File: src/rtl/clkgen_multi.sv
// ---------------------------------------------------------------------------
// clkgen_multi
//   Clock / strobe generator running entirely on globalclock. Produces:
//     - an ADC clock (fixed half-period) plus a copy delayed by ADC_DELAY
//       enabled cycles,
//     - a DAC clock whose half-period can be reprogrammed at runtime; a new
//       ratio is only applied on a counter wrap, so no runt pulses occur,
//     - a UART baud clock with programmable rise point (duty),
//     - single-cycle strobes (dac_rise, uart_tick) that coincide with the
//       first high cycle of dac_clk / uart_clk, for use as clock enables.
//
// Ports
//   globalclock   in   1      system clock
//   rst           in   1      asynchronous active-high reset
//   en            in   1      run enable; low freezes counters/clocks/delay
//   dac_load      in   1      strobe capturing dac_half_in (ignored if 0)
//   dac_half_in   in   CNT_W  new DAC half-period
//   adc_clk       out  1      divided ADC clock
//   adc_clk_delay out  1      adc_clk delayed by ADC_DELAY enabled cycles
//   dac_clk       out  1      divided DAC clock
//   dac_rise      out  1      pulse coincident with dac_clk going high
//   uart_clk      out  1      UART baud clock
//   uart_tick     out  1      pulse coincident with uart_clk going high
//   dac_half_act  out  CNT_W  DAC half-period currently in use
// ---------------------------------------------------------------------------
module clkgen_multi #(
  parameter int CNT_W        = 16,
  parameter int ADC_HALF     = 1,
  parameter int ADC_DELAY    = 1,
  parameter int DAC_HALF_RST = 2,
  parameter int UART_PERIOD  = 27,
  parameter int UART_RISE    = 13
) (
  input  logic             globalclock,
  input  logic             rst,
  input  logic             en,
  input  logic             dac_load,
  input  logic [CNT_W-1:0] dac_half_in,
  output logic             adc_clk,
  output logic             adc_clk_delay,
  output logic             dac_clk,
  output logic             dac_rise,
  output logic             uart_clk,
  output logic             uart_tick,
  output logic [CNT_W-1:0] dac_half_act
);

  localparam logic [CNT_W-1:0] ADC_LAST  = CNT_W'(ADC_HALF - 1);
  localparam logic [CNT_W-1:0] UART_LAST = CNT_W'(UART_PERIOD - 1);
  localparam logic [CNT_W-1:0] UART_HI   = CNT_W'(UART_RISE);
  localparam logic [CNT_W-1:0] DAC_RST_V = CNT_W'(DAC_HALF_RST);
  localparam logic [CNT_W-1:0] ONE       = CNT_W'(1);

  // -------------------------------------------------------------------------
  // ADC divider
  // -------------------------------------------------------------------------
  logic [CNT_W-1:0] acnt_reg;
  logic             adc_clk_reg;

  always_ff @(posedge globalclock or posedge rst) begin
    if (rst) begin
      acnt_reg    <= '0;
      adc_clk_reg <= 1'b0;
    end else if (en) begin
      if (acnt_reg == ADC_LAST) begin
        acnt_reg    <= '0;
        adc_clk_reg <= ~adc_clk_reg;
      end else begin
        acnt_reg <= acnt_reg + ONE;
      end
    end
  end

  // -------------------------------------------------------------------------
  // ADC delay line: stage 0 holds adc_clk from one enabled cycle ago, the
  // last stage holds it from ADC_DELAY enabled cycles ago.
  // -------------------------------------------------------------------------
  logic [ADC_DELAY-1:0] dly_reg;
  logic [ADC_DELAY-1:0] dly_next;

  generate
    for (genvar gi = 0; gi < ADC_DELAY; gi++) begin : g_dly
      if (gi == 0) begin : g_head
        assign dly_next[gi] = adc_clk_reg;
      end else begin : g_tail
        assign dly_next[gi] = dly_reg[gi-1];
      end
    end
  endgenerate

  always_ff @(posedge globalclock or posedge rst) begin
    if (rst) begin
      dly_reg <= '0;
    end else if (en) begin
      dly_reg <= dly_next;
    end
  end

  // -------------------------------------------------------------------------
  // DAC divider with deferred reload
  // -------------------------------------------------------------------------
  logic [CNT_W-1:0] dcnt_reg;
  logic             dac_clk_reg;
  logic             dac_rise_reg;
  logic [CNT_W-1:0] dac_half_act_reg;
  logic [CNT_W-1:0] pend_reg;
  logic             pend_vld_reg;
  logic [CNT_W-1:0] dac_last;
  logic             load_ok;

  assign dac_last = dac_half_act_reg - ONE;
  // A zero half-period would never wrap, so such loads are discarded.
  assign load_ok  = dac_load && (dac_half_in != '0);

  always_ff @(posedge globalclock or posedge rst) begin
    if (rst) begin
      dcnt_reg         <= '0;
      dac_clk_reg      <= 1'b0;
      dac_rise_reg     <= 1'b0;
      dac_half_act_reg <= DAC_RST_V;
      pend_reg         <= '0;
      pend_vld_reg     <= 1'b0;
    end else begin
      dac_rise_reg <= 1'b0;
      // Loads are captured even while stopped; last one before a wrap wins.
      if (load_ok) begin
        pend_reg     <= dac_half_in;
        pend_vld_reg <= 1'b1;
      end
      if (en) begin
        if (dcnt_reg == dac_last) begin
          dcnt_reg     <= '0;
          dac_clk_reg  <= ~dac_clk_reg;
          dac_rise_reg <= ~dac_clk_reg;
          // The wrap sees only the pending state from before this edge; a
          // load arriving on the same edge stays pending for the next wrap.
          if (pend_vld_reg) begin
            dac_half_act_reg <= pend_reg;
            if (!load_ok) begin
              pend_vld_reg <= 1'b0;
            end
          end
        end else begin
          dcnt_reg <= dcnt_reg + ONE;
        end
      end
    end
  end

  // -------------------------------------------------------------------------
  // UART baud generator: rises after ucnt == UART_RISE, falls on wrap.
  // -------------------------------------------------------------------------
  logic [CNT_W-1:0] ucnt_reg;
  logic             uart_clk_reg;
  logic             uart_tick_reg;

  always_ff @(posedge globalclock or posedge rst) begin
    if (rst) begin
      ucnt_reg      <= '0;
      uart_clk_reg  <= 1'b0;
      uart_tick_reg <= 1'b0;
    end else begin
      uart_tick_reg <= 1'b0;
      if (en) begin
        if (ucnt_reg == UART_LAST) begin
          ucnt_reg     <= '0;
          uart_clk_reg <= 1'b0;
        end else begin
          ucnt_reg <= ucnt_reg + ONE;
        end
        if (ucnt_reg == UART_HI) begin
          uart_clk_reg  <= 1'b1;
          uart_tick_reg <= 1'b1;
        end
      end
    end
  end

  assign adc_clk       = adc_clk_reg;
  assign adc_clk_delay = dly_reg[ADC_DELAY-1];
  assign dac_clk       = dac_clk_reg;
  assign dac_rise      = dac_rise_reg;
  assign uart_clk      = uart_clk_reg;
  assign uart_tick     = uart_tick_reg;
  assign dac_half_act  = dac_half_act_reg;

endmodule

File: config.mk
export PLATFORM = sky130hd
export DESIGN_NAME = clkgen_multi
export DESIGN_NICKNAME = d
export VERILOG_FILES = /design/src/rtl/clkgen_multi.sv
export SDC_FILE = /design/constraint.sdc
export NUM_CORES = 1
export LEC_CHECK = 0
export BUFFER_PORTS_ARGS = -buffer_cell sky130_fd_sc_hd__clkbuf_2
export CORE_MARGIN = 4
export CORE_UTILIZATION = 53
export DETAILED_ROUTE_END_ITERATION = 6
export PLACE_DENSITY = 0.75
export SLEW_MARGIN = 5
export SYNTH_ARGS = -nofsm -noshare
export SYNTH_HDL_FRONTEND = slang
export SYNTH_SLANG_ARGS = --single-unit
File: constraint.sdc
create_clock -name globalclock -period 2.9 [get_ports globalclock]
set_clock_uncertainty 0.15 [all_clocks]
set_input_delay 0.145 -clock globalclock [delete_from_list [all_inputs] [get_ports globalclock]]
set_output_delay 0.145 -clock globalclock [all_outputs]
set_load 0.005 [all_outputs]
[Word level (Yosys, flattened, before mapping)]
Index checks and enable logic that the tools add are counted.
Operators by class
  mux-type cells: 14
  $add $sub $neg: 4
  reduce and logical (&&, ||, !) cells: 8
  equal/unequal tests: 3
  bitwise gates (word level): 2
Operator list (count)
  16-bit by 1-bit adder with 16-bit output, second input constant: 3
  16-bit 2-to-1 mux: 3
  16-bit == test: 1
  16-bit by 4-bit == test with 1-bit output, second input constant: 1
  16-bit by 5-bit == test with 1-bit output, second input constant: 1
  16-bit zero test: 1
  16-bit nonzero test: 1
  16-bit by 1-bit subtractor with 16-bit output, second input constant: 1
  1-bit 2-to-1 mux: 11
  2-bit AND reduction: 3
  3-bit AND reduction: 1
  1-bit inverter: 2
  2-bit nonzero test: 1
  1-bit logical AND: 1
Word-level totals
  output and inout bits: 22
  flip-flop bits (word level): 87
  input bits: 20
  word-level logic and storage cells: 43

[Depth between registers and ports, before layout]
Gate-level depths: netlist of run 1.
  word-level depth: 7
  depth in mapped cells: 12
  gate-level depth less buffers: 10

[Least setup slack after synthesis of run 1]
No wires, ideal clock.
  kind: reg-to-reg
  start: reg dac_half_act_reg[0], in the netlist dac_half_act[0]
  end: reg dac_half_act_reg[0], in the netlist dac_half_act[0]
  library setup time: 0.125 ns
  cell stages (with the launch flop): 12
  arrival: 2.954 ns
  clock period less this slack: 3.229 ns
  buffers on the path: 2
  data required time: 2.625 ns
  slack: -0.329 ns
  cells stage by stage: dfrtp_1 > inv_1 > ha_1 > clkbuf_1 > nand3_1 > or4_1 > a2111oi_2 > o2111ai_2 > nor3_4 > nand2_4 > buf_6 > mux2_4
Between the ends
  cells in the longest elaborated chain, start to end: 3
RTL lines
  start: declaration: line 105  | logic [CNT_W-1:0] dac_half_act_reg;
  start signal: assignment: line 138  | dac_half_act_reg <= pend_reg;
  16-bit by 1-bit subtractor with 16-bit output: line 111  | assign dac_last = dac_half_act_reg - ONE;
  16-bit == test: line 131  | if (dcnt_reg == dac_last) begin
  3-bit AND reduction (no line)
Every way passes these cells.
A chain may end at the register's enable or synchronous reset.

[Worst setup path after layout of run 1]
  start: reg dac_half_act_reg[6], in the netlist dac_half_act[6]
  end: reg dac_half_act_reg[7], in the netlist dac_half_act[7]
Same word-level chain as after synthesis.

==> metrics.csv, run 1 <==
stage;metric;value;unit
status;status;complete, but fails checks;
status;violations;setup timing;
routing;routedWlPerCell;15.03;um
logic_synthesis;yosys.area.top_type;dfrtp_1;
worst_hold_path;hold_path.class;in -> reg;
routing;dr.pass1.iters;4;
logic_synthesis;yosys-top-cells-count;dfrtp_1, nor2_1, xnor2_1, xor2_1, nand3_1;
sta;slew_headroom;0.5559;
placement;routabilityCongestion;0.8199;
logic_synthesis;yosysTopAreaCellShare;0.5006;
cts;cts_buffer_depth;2;
sta;min_period_over_period;1.023;
sta;slew_violations;0;
cells_and_area;nNetsFinal;501;
worst_setup_path;cp-startpoint;dac_half_act[6];
die;die_x;98.07;um
grt;grt_pass1_vias;3323;
sta;fin_crit;2.967;ns
logic_synthesis;synth_nets;415;
logic_synthesis;synth_cells;388;
worst_setup_path;critical_path_required;2.99;ns
power_and_ir_drop;vdd_drop_max;306.6;uV
cts;cts_root_buffer;clkbuf_8;
logic_synthesis;yosys_register_bits;87;
grt;grt_first_pass_wirelength;15.64;mm
logic_synthesis;ys_warn_count;0;
worst_setup_path;worst_setup_path_end_kind;flop;
die;io_pins;42;
routing;ant_nets;0;
logic_synthesis;synth_area_per_cell;11.08;um^2
grt;grt_max_degree;51;
die;initial_core_util;0.5506;
placement;port_buffers;41;
worst_setup_path;crit_fanout;8;
routing;wl;8.732;mm
cells_and_area;finish.instance_area;0.005280;mm^2
grt;grt_usage;0.1983;
placement;dp_slack;-0.06449;ns
cts;path_clk_slew;0.09;ns
routing;drc;0;
cells_and_area;syn2layout_area_growth;22.82;%
sta;finalSetupViolations;16;
sta;rsz0062_at_grt;yes;
die;rows;32;
worst_setup_path;r2r_start;dac_half_act[6];
power_and_ir_drop;power;2959;uW
sta;holdWs;0.1630;ns
logic_synthesis;synth_area;0.004299;mm^2
logic_synthesis;async_reset_ff_frac;1.000;
worst_setup_path;arrival;3.06;ns
sta;fmax;337.1;MHz
routing;drt_iter0_drc;127;
placement;post-dp-hpwl;5.922;mm
routing;avgViaCountPerCell;5.444;
worst_setup_path;criticalPathCategory;reg -> reg;
cells_and_area;diodes;0;
cts;cts_buffers;9;
grt;antenna_found_initial;0;
cts;h-tree-depth;3;
placement;dpl_cell_area;0.004751;mm^2
power_and_ir_drop;leakagePower;0.002547;uW
grt;overflow;0;
logic_synthesis;ys.flop_type;dfrtp_1;
power_and_ir_drop;p_per_area;560.4;mW/mm^2
cells_and_area;drive_gt1_frac;0.2777;
die;core;0.007807;mm^2
sta;hold_viol_final;0;
sta;worst_pin_slew;0.6654;ns
cts;cts.sinks;87;
logic_synthesis;ys_types;44;
die;dieArea;0.009617;mm^2
logic_synthesis;yosysSeqAreaShare;0.5067;
worst_hold_path;hp-start;en;
logic_synthesis;synth.top_cells.by_area;dfrtp_1, xnor2_1, xor2_1, mux2_2, mux2_4;
worst_setup_path;critPathLaunchType;flop;
die;die_y;98.07;um
routing;dr_total_vias;3163;
cts;clock_latency;0.36;ns
sta;setup_ws;-0.06670;ns
logic_synthesis;synth-edff-count;0;
flow_run;drv_cap;0;
cts;cts_tree;yes;
logic_synthesis;yosysMostFrequentCell;dfrtp_1;
[stage by stage]
step           instances  TNS (ns)    util
2_1_floorplan        388    -1.552       -
3_3_place_gp         540         0  0.6085
3_5_place_dp         540   -0.7339  0.6085
4_1_cts              577   -0.3678  0.6668
5_1_grt              581    -5.637  0.6763
6_report             581   -0.7893  0.6763
[per-layer routing]
layer  routed length, um  GRT usage  up-vias
li1                    -          -     1532
met1                4029     0.2651     1562
met2                4258     0.3246       57
met3                 282    0.03571       12
met4                 162    0.07242        0
met5                   0          0        -
[final cells by class]
| class | count | area (um^2) |
|---|---|---|
| Clock inverter | 5 | 65.06 |
| Sequential cell | 87 | 2180 |
| Multi-Input combinational cell | 277 | 2088 |
| Inverter | 13 | 50.05 |
| Clock buffer | 11 | 151.4 |
| Fill cell | 560 | 2527 |
| Timing Repair Buffer | 86 | 618.1 |
| Tap cell | 102 | 127.6 |
[final timing paths]
path / to / slack [ns] / cells after the start
worst max-delay path: dac_half_act[7] / -0.07 / 11
worst min register to register: acnt_reg[15] / 0.33 / 1
worst min-delay path: acnt_reg[2] / 0.16 / 3
max in group asynchronous: dcnt_reg[11] / 1.68 / 4
worst max register to register: dac_half_act[7] / -0.07 / 11
min in group asynchronous: pend_reg[2] / 0.24 / 3
[layout by cell type (no fill, tap or decap), drive strengths merged, types with 3 or more instances in the layout]
cell / instances
a2111oi: 3
a21oi: 5
and3: 6
and4: 3
buf: 28
clkbuf: 52
dfrtp: 86
dlygate4sd3: 17
ha: 7
inv: 13
mux2: 34
nand2: 24
nand3: 26
nand4: 10
nor2: 36
nor3: 8
nor3b: 3
nor4: 14
o21ai: 7
or3: 5
or4: 3
xnor2: 32
xor2: 31
[critical path: stages, from the launching register on]
cell	delay [ns]
dfrtp_1	0.42
buf_4	0.15
buf_4	0.14
or3_1	0.38
nor4_2	0.31
xnor2_1	0.10
o21ai_0	0.17
nand4_1	0.21
nor3_4	0.21
buf_6	0.16
nand2_8	0.10
mux2_4	0.33
[kinds of logic after synthesis]
kind of cell | share of synthesized area
AO/OA/AOI/OAI | 0.05180
XOR/XNOR | 0.1283
AND/OR/NAND/NOR | 0.1691
flip-flops | 0.5067
buffers and inverters | 0.02357
adder cells (fa/ha/maj) | 0.02037
multiplexers | 0.1001
[timing repair]
item	4_1_cts	5_1_grt
endpoints found under the setup margin	16	34
cloned	1	0
pin swaps	5	5
buffers inserted	3	5
resized for setup	7	10
hold buffers	17	0
hold endpoints to repair	52	0
[power breakdown]
group / internal, uW / switching, uW / total, uW
logic: 259 / 249 / 508
clock network: 453 / 446 / 899
registers: 1360 / 188 / 1550
No activity file was read; power rests on OpenSTA's default activity.
==> run 2: changes to the inputs <==
- CORE_UTILIZATION: 53 -> 55
- CTS_BUF_LIST: not set -> sky130_fd_sc_hd__clkbuf_4
- PLACE_DENSITY: 0.75 -> 0.78
- SLEW_MARGIN: 5 -> 20
==> run 2 against run 1 <==
The run still ends with setup timing left. Cell count decreased by 1.4%. Die area fell by 3.3%. Sequential share of layout area grew 1.4 points. First-iteration DRC count down 12%. Hold slack worse by 0.091 ns. Count of clock-buffer cells in the layout decreased by 2. Total power is 9.1% lower. Clock power is 31% lower. Flip-flop and latch count unchanged. Sequential power hardly changed. Non-clock buffer count down 5. Setup slack worse by 0.0060 ns. Critical endpoint unchanged. Highest routed layer unchanged.
==> metrics.csv, run 2 (same netlist as run 1, synthesis figures left out) <==
stage;metric;value;unit
status;status;complete, but fails checks;
status;violations;setup timing;
die;core;0.007408;mm^2
cts;cts_buffer_depth;2;
flow_run;drv_cap;0;
cts;cts_buffers;9;
routing;wl;8.739;mm
cts;h-tree-depth;3;
placement;dp_slack;-0.1076;ns
sta;setup_ws;-0.07272;ns
worst_setup_path;critical_path_required;3.08;ns
worst_hold_path;min_to;acnt_reg[1];
grt;overflow;0;
cts;cts.sinks;87;
cells_and_area;multi_input_area;0.002076;mm^2
sta;slew_violations;0;
worst_setup_path;rr_endpoint;dac_half_act[7];
grt;grt_pass1_vias;3259;
power_and_ir_drop;power;2691;uW
cells_and_area;drive_gt1_frac;0.2679;
routing;drt_iter0_drc;112;
cts;path_clk_slew;0.14;ns
worst_setup_path;criticalPathCategory;reg -> reg;
routing;dr_wl_met2;4.403;mm
power_and_ir_drop;p_per_area;527.6;mW/mm^2
placement;port_buffers;41;
routing;dr_total_vias;3120;
worst_setup_path;critPathLaunchType;flop;
sta;worst_pin_slew;0.9576;ns
sta;hold_viol_final;0;
die;dieArea;0.009295;mm^2
routing;route.met3.wl;317;um
sta;min_period_over_period;1.025;
worst_hold_path;hold_depth;3;
die;initial_core_util;0.5803;
cells_and_area;fill_cells;537;
routing;drc;0;
cells_and_area;syn2layout_area_growth;18.63;%
sta;fin_crit;2.973;ns
routing;dr.max_layer_used;met4;
placement;post-dp-hpwl;6.328;mm
grt;grt_max_degree;62;
die;die_x;96.41;um
worst_hold_path;hp-start;en;
sta;rsz0062_at_grt;yes;
placement;routabilityCongestion;0.8438;
die;rows;31;
cells_and_area;layout_commonest_cell;dfrtp_1;
power_and_ir_drop;vdd_drop_max;517.4;uV
worst_setup_path;arrival;3.15;ns
worst_setup_path;worst_setup_path_end_kind;flop;
cells_and_area;fin_cells;573;
worst_setup_path;crit_fanout;8;
routing;wirelength_met1;3.917;mm
die;die_y;96.41;um
die;io_pins;42;
cts;clock_latency;0.44;ns
cells_and_area;seqCellArea;0.002178;mm^2
cells_and_area;final_cell_mix;dfrtp_1, clkbuf_2, nor2_1;
worst_setup_path;r2r_start;dac_half_act[0];
cts;cts_tree;yes;
grt;antenna_found_initial;0;
worst_setup_path;rr_worst_depth;9;
routing;ant_nets;0;
cells_and_area;nNetsFinal;496;
routing;routedWlPerCell;15.25;um
sta;tns;-0.6895;ns
placement;placed_cells;538;
sta;slew_headroom;0.3532;
sta;fmax;336.4;MHz
cts;cts_root_buffer;clkbuf_4;
routing;avgViaCountPerCell;5.445;
sta;finalSetupViolations;16;
power_and_ir_drop;leakagePower;0.002474;uW
cells_and_area;diodes;0;
worst_setup_path;worst-r2r-setup-slack;-0.07;ns
grt;grt_usage;0.2120;
worst_hold_path;hold_path.class;in -> reg;
grt;grt_first_pass_wirelength;15.23;mm
sta;holdWs;0.07243;ns
routing;dr.pass1.iters;4;
## run 2: cell types whose count changed in the layout (fill, tap and decap cells not counted), moves of 2 or more
cell	delta
buf_12	-2
buf_6	-2
clkbuf_4	+9
clkbuf_8	-11
inv_6	+3
## run 2: through the flow
| step | utilization | instance area, um^2 |
|---|---|---|
| 3_3_place_gp | 0.6401 | 4742 |
| 2_1_floorplan | - | 4315 |
| 4_1_cts | 0.6849 | 5074 |
| 5_1_grt | 0.6884 | 5100 |
| 6_report | 0.6884 | 5100 |
| 3_5_place_dp | 0.6401 | 4742 |
## run 2: worst max path at each step
stage | startpoint | endpoint | slack, ns
final | dac_half_act[0] | dac_half_act[7] | -0.07
after global routing | dac_half_act[7] | dac_half_act[7] | -0.20
after CTS | dac_half_act[7] | dac_half_act[2] | -0.08
after detailed placement | dac_half_act[6] | dac_half_act[0] | -0.11
after global placement | dac_half_act[6] | dac_half_act[9] | 0.05
after floorplan | dac_half_act[6] | dac_half_act[0] | -0.16
## run 2: cell type report
cell class | instances | share of cell area
Sequential cell | 87 | 0.4271
Multi-Input combinational cell | 277 | 0.4070
Clock buffer | 9 | 0.01325
Timing Repair Buffer | 81 | 0.1075
Inverter | 13 | 0.01006
Tap cell | 99 | 0.02429
Clock inverter | 7 | 0.01079
## run 2: critical path: stages (launching register included)
cell       delay (ns)
dfrtp_1          0.45
or4_4            0.57
buf_4            0.16
nor2_1           0.14
xnor2_1          0.09
o2bb2ai_1        0.21
o2111ai_2        0.21
nor3_4           0.37
nand2_4          0.18
mux2_4           0.33
## run 2: repair_timing
item	in CTS	in global routing
hold buffers	17	0
resized for setup	4	6
setup buffers	1	1
pin swaps	6	6
cloned	1	0
endpoints found under the setup margin	18	33
endpoints found under the hold margin	74	0
## run 2: power by group
group	switching, uW	internal [uW]	leakage [uW]
Clock	434	188	0.0000690
Combinational	260	261	0.00128
Sequential	185	1360	0.00112
## run 2: routing by layer
| layer | up-vias | GRT usage |
|---|---|---|
| li1 | 1531 | - |
| met1 | 1532 | 0.2713 |
| met2 | 47 | 0.3629 |
| met3 | 10 | 0.05345 |
| met4 | 0 | 0.05140 |
| met5 | - | 0 |
